`config.mk`:
```
export PLATFORM = sky130hd
export DESIGN_NAME = change_dispense_ctrl
export DESIGN_NICKNAME = d
export VERILOG_FILES = /design/src/rtl/change_dispense_ctrl.sv
export SDC_FILE = /design/constraint.sdc
export NUM_CORES = 1
export LEC_CHECK = 0
export BUFFER_PORTS_ARGS = -buffer_cell sky130_fd_sc_hd__buf_4
export CAP_MARGIN = 20
export CORE_MARGIN = 8
export CORE_UTILIZATION = 55
export DETAILED_ROUTE_END_ITERATION = 16
export GPL_TIMING_DRIVEN = 0
export PLACE_DENSITY_LB_ADDON = 0.3
export SLEW_MARGIN = 20
export SYNTH_ARGS = -nofsm -noshare
export SYNTH_HDL_FRONTEND = slang
export SYNTH_SLANG_ARGS = --single-unit
export TNS_END_PERCENT = 20
```
`constraint.sdc`:
```
create_clock -name clk -period 3 [get_ports clk]
set_input_delay 0.6 -clock clk [delete_from_list [all_inputs] [get_ports clk]]
set_output_delay 0.6 -clock clk [all_outputs]
set_load 0.1 [all_outputs]
```
`src/rtl/change_dispense_ctrl.sv`:
```
// Change dispenser controller: pays out a balance as greedy 10/5/1 coins
// through a req/ack handshake with a coin hopper, with hopper timeout fault.
//
// state  | meaning
// IDLE   | waiting for start
// SELECT | choose next coin denomination (greedy)
// REQ    | disp_req high, waiting for disp_ack or timeout
// GAP    | idle spacing between coins
// DONE   | one-cycle done pulse
// FAULT  | hopper timed out, held until clr_fault
module change_dispense_ctrl #(
  parameter int unsigned TIMEOUT = 255,
  parameter int unsigned GAP     = 4
) (
  input  logic       clk,
  input  logic       rst,
  input  logic       start,
  input  logic [7:0] balance,
  input  logic       disp_ack,
  input  logic       clr_fault,
  output logic       disp_req,
  output logic [1:0] disp_den,
  output logic       busy,
  output logic       done,
  output logic       fault,
  output logic [7:0] remain,
  output logic [4:0] cnt10,
  output logic [1:0] cnt5,
  output logic [2:0] cnt1
);

  typedef enum logic [2:0] {
    S_IDLE, S_SELECT, S_REQ, S_GAP, S_DONE, S_FAULT
  } state_t;

  localparam logic [7:0] WAIT_LAST = 8'(TIMEOUT - 1);
  localparam logic [3:0] GAP_LAST  = 4'(GAP - 1);

  localparam logic [1:0] DEN_1  = 2'b00;
  localparam logic [1:0] DEN_5  = 2'b01;
  localparam logic [1:0] DEN_10 = 2'b10;

  state_t     state_q, state_d;
  logic [7:0] remain_q, remain_d;
  logic [4:0] cnt10_q, cnt10_d;
  logic [1:0] cnt5_q, cnt5_d;
  logic [2:0] cnt1_q, cnt1_d;
  logic [1:0] den_q, den_d;
  logic [7:0] wait_q, wait_d;
  logic [3:0] gap_q, gap_d;
  logic [7:0] coin_val;

  // Value of the coin currently latched for the hopper.
  always_comb begin
    coin_val = 8'd1;
    case (den_q)
      DEN_10:  coin_val = 8'd10;
      DEN_5:   coin_val = 8'd5;
      default: coin_val = 8'd1;
    endcase
  end

  // Next-state and datapath update; every register holds unless its state acts on it.
  always_comb begin
    state_d  = state_q;
    remain_d = remain_q;
    cnt10_d  = cnt10_q;
    cnt5_d   = cnt5_q;
    cnt1_d   = cnt1_q;
    den_d    = den_q;
    wait_d   = wait_q;
    gap_d    = gap_q;
    case (state_q)
      S_IDLE: begin
        if (start) begin
          remain_d = balance;
          cnt10_d  = '0;
          cnt5_d   = '0;
          cnt1_d   = '0;
          state_d  = (balance == 8'd0) ? S_DONE : S_SELECT;
        end
      end
      S_SELECT: begin
        if (remain_q >= 8'd10)     den_d = DEN_10;
        else if (remain_q >= 8'd5) den_d = DEN_5;
        else                       den_d = DEN_1;
        wait_d  = '0;
        state_d = S_REQ;
      end
      S_REQ: begin
        if (disp_ack) begin
          remain_d = remain_q - coin_val;
          case (den_q)
            DEN_10:  cnt10_d = cnt10_q + 5'd1;
            DEN_5:   cnt5_d  = cnt5_q + 2'd1;
            default: cnt1_d  = cnt1_q + 3'd1;
          endcase
          gap_d   = GAP_LAST;
          state_d = S_GAP;
        end else if (wait_q == WAIT_LAST) begin
          state_d = S_FAULT;
        end else begin
          wait_d = wait_q + 8'd1;
        end
      end
      S_GAP: begin
        if (gap_q == 4'd0) state_d = (remain_q == 8'd0) ? S_DONE : S_SELECT;
        else               gap_d   = gap_q - 4'd1;
      end
      S_DONE: begin
        state_d = S_IDLE;
      end
      S_FAULT: begin
        if (clr_fault) state_d = S_IDLE;
      end
      default: state_d = S_IDLE;
    endcase
  end

  // State and datapath registers, asynchronously cleared.
  always_ff @(posedge clk or posedge rst) begin
    if (rst) begin
      state_q  <= S_IDLE;
      remain_q <= '0;
      cnt10_q  <= '0;
      cnt5_q   <= '0;
      cnt1_q   <= '0;
      den_q    <= DEN_1;
      wait_q   <= '0;
      gap_q    <= '0;
    end else begin
      state_q  <= state_d;
      remain_q <= remain_d;
      cnt10_q  <= cnt10_d;
      cnt5_q   <= cnt5_d;
      cnt1_q   <= cnt1_d;
      den_q    <= den_d;
      wait_q   <= wait_d;
      gap_q    <= gap_d;
    end
  end

  // Status outputs decode straight from the state so reset clears them without a clock.
  always_comb begin
    disp_req = (state_q == S_REQ);
    busy     = (state_q == S_SELECT) || (state_q == S_REQ) ||
               (state_q == S_GAP)    || (state_q == S_FAULT);
    done     = (state_q == S_DONE);
    fault    = (state_q == S_FAULT);
  end

  assign disp_den = den_q;
  assign remain   = remain_q;
  assign cnt10    = cnt10_q;
  assign cnt5     = cnt5_q;
  assign cnt1     = cnt1_q;

endmodule

```
==> results.json <==
{
  "status": "complete, no violations",
  "async_flop_share": 1.00,
  "clock_tree.buffer_depth": 2,
  "cts_hold_buf": 0,
  "final-max-slew-violation-count": 0,
  "root_buffer": "clkbuf_8",
  "hp-class": "input port to asynchronous set/reset pin",
  "finalWirelength_um": 4950,
  "final_common_cell": "buf_4",
  "regArea_um2": 876,
  "antenna_found_initial": 0,
  "mappedNetlistArea_um2": 2060,
  "use_met1": 0.209,
  "fin_skew_ps": 6.61,
  "crit_path_top_delay_cell": "or3b_2",
  "detail_route.first_pass.iterations": 4,
  "worstSkewPairLatency_ps": 290,
  "pwr_density_cell_nw_per_um2": 1150,
  "fill_cells": 311,
  "hold_viol": 0,
  "synth_nets": 250,
  "min_period_over_period": 0.962,
  "cp.required_ps": 2400,
  "cp_max_fo": 10,
  "reg2reg_slack_ps": 430,
  "cts_resized": 0,
  "core_um2": 3630,
  "timing.rr.end": "remain[6]",
  "finalSetupViolCount": 0,
  "synth_cell_types": 44,
  "synth_seq_area_share": 0.424,
  "cp-end-kind": "output pin",
  "die-area_um2": 5970,
  "drive_gt1_frac": 0.231,
  "final_cell_mix": "buf_4, dfrtp_1, nor2_1, nand2_1",
  "grt_pass1_wl_um": 8520,
  "use_met2": 0.285,
  "slew_headroom": 0.518,
  "grt_busiest_layer": "met2",
  "multi_input_area_um2": 1110,
  "drv_cap": 0,
  "die_y_um": 77.3,
  "p_leak_nw": 1.21,
  "setup_tns_ps": 0,
  "met3_usage": 0.0455,
  "rows": 22,
  "cts_tree": "yes",
  "synth_ff_type": "dfrtp_1",
  "first_global_vias": 1888,
  "n_antenna_cell": 0,
  "syn_avg_cell_area_um2": 9.21,
  "fmax_mhz": 347,
  "vdd_drop_max_v": 0.000893,
  "gp_congestion": 0.850,
  "drt_iter0_markers": 127,
  "cts_buffers": 5,
  "reg2reg_from": "disp_den[0]",
  "cts.sinks": 35,
  "worstMarginPinSlew_ps": 722,
  "max_stage_delay_ps": 480,
  "crit_type": "register to output pin",
  "io_buffers": 36,
  "wl_per_cell_um": 15.7,
  "die_w_um": 77.3,
  "synth_enable_flop_cells": 0,
  "drc": 0,
  "postCtsSetupBuffers": 0,
  "vias": 1798,
  "syn-instance-count": 224,
  "grt_setup_unrepaired": "no",
  "clkTransAtPathRegs_ps": 70,
  "min_period_ps": 2880,
  "via_per_inst": 5.69,
  "synth.ff_latch_count": 35,
  "synth_warnings": 0,
  "worst_setup_path_start_kind": "register",
  "ant_nets": 0,
  "grt-ovfl-total": 0,
  "pin_count": 37,
  "grt_max_degree": 36,
  "crit_arrival_ps": 2280,
  "globalRouteTotalUtil": 0.173,
  "path_cells": "clkbuf_1 > or3b_2 > buf_2 > inv_1 > buf_2 > buf_4",
  "area_delta_synth_final_pct": 22.3,
  "worstRegToRegCells": 10,
  "start_util": 0.568,
  "place_hpwl_um": 3600,
  "whs_ps": 430,
  "fin_nets": 293,
  "cpMostUsedCell": "buf_2",
  "h-tree-depth": 2
}
-- routing by layer --
layer  vias to the layer above  part of all wire
li1                        879                 -
met1                       871              0.45
met4                         0             0.016
met5                         -                 0
met2                        40              0.50
met3                         8             0.036
-- cell usage after synthesis (2+ instances only) --
cell type | number | share of area
nor2_1 | 26 | 0.047
a31oi_1 | 2 | 0.0061
o22ai_1 | 2 | 0.0061
o21ba_2 | 2 | 0.0097
or2_2 | 3 | 0.0091
inv_1 | 15 | 0.027
nor4b_1 | 2 | 0.0085
nand3_1 | 8 | 0.019
o21ai_0 | 14 | 0.034
a21o_1 | 2 | 0.0073
nand2b_1 | 5 | 0.015
nor2b_1 | 2 | 0.0061
dfrtp_1 | 35 | 0.42
mux2i_1 | 4 | 0.019
a22oi_1 | 2 | 0.0073
nand2_1 | 17 | 0.031
or4_4 | 2 | 0.011
nand3b_1 | 3 | 0.011
buf_2 | 2 | 0.0049
nor4_1 | 2 | 0.0061
mux2_2 | 2 | 0.011
o31ai_1 | 2 | 0.0073
ha_1 | 12 | 0.073
o22a_1 | 3 | 0.013
nand4_1 | 7 | 0.021
a21oi_1 | 10 | 0.024
nor3_1 | 7 | 0.017
xor2_1 | 11 | 0.047
clkbuf_1 | 5 | 0.0091
-- worst max-delay path, delay by kind of cell (launching register included) --
kind / cells / cell delay, ps
flip-flops: 1 / 360
AND/OR/NAND/NOR: 1 / 480
buffers and inverters: 5 / 1160
-- report_power, final --
group	total (mW)	switching [mW]	leakage, nW	internal (mW)
combinational	1.71	1.24	0.702	0.473
clock	0.446	0.177	0.0612	0.269
sequential	0.749	0.147	0.450	0.602
-- flip-flops by register name, indices dropped and copies added, names as in the netlist --
name and count:
gap_q 4, cnt5 2, wait_q 8, remain 8
cnt10 5, state_q 3, disp_den 2, cnt1 3
-- per-stage QoR --
step | power, mW | instances | util | worst slack [ps] | instance area, um^2
finish | 2.90 | 316 | 0.694 | 115 | 2520
global route | 3.06 | 316 | 0.694 | 12.7 | 2520
CTS | 2.90 | 316 | 0.694 | 112 | 2520
detailed placement | 2.45 | 308 | 0.662 | 435 | 2400
global placement | 2.41 | 308 | 0.660 | 460 | 2400
floorplan | 2.07 | 224 | - | 44.1 | 2070
-- how the worst max path moves through the flow --
stage,start,to,slack (ps),depth (start not counted)
2_1_floorplan,disp_den[0],remain[6],40,10
3_3_place_gp,state_q[0],disp_req,460,6
3_5_place_dp,state_q[0],disp_req,440,6
4_1_cts,state_q[0],disp_req,110,6
5_1_grt,state_q[0],disp_req,10,6
6_report,state_q[0],disp_req,120,6
-- final cells by class --
type / instances / area share
timing repair buffer: 36 / 0.107
sequential: 35 / 0.347
multi-input combinational: 166 / 0.440
buffer: 8 / 0.0129
clock inverter: 2 / 0.0139
inverter: 15 / 0.0223
clock buffer: 6 / 0.0327
tap: 48 / 0.0238
-- cell families after synthesis --
group	synth area share
AO/OA/AOI/OAI	0.151
AND/OR/NAND/NOR	0.218
flip-flops	0.424
buffers and inverters	0.0431
XOR/XNOR	0.0509
multiplexers	0.0303
adder cells (fa/ha/maj)	0.0825
Note: power is estimated with default switching activity, not from simulation.
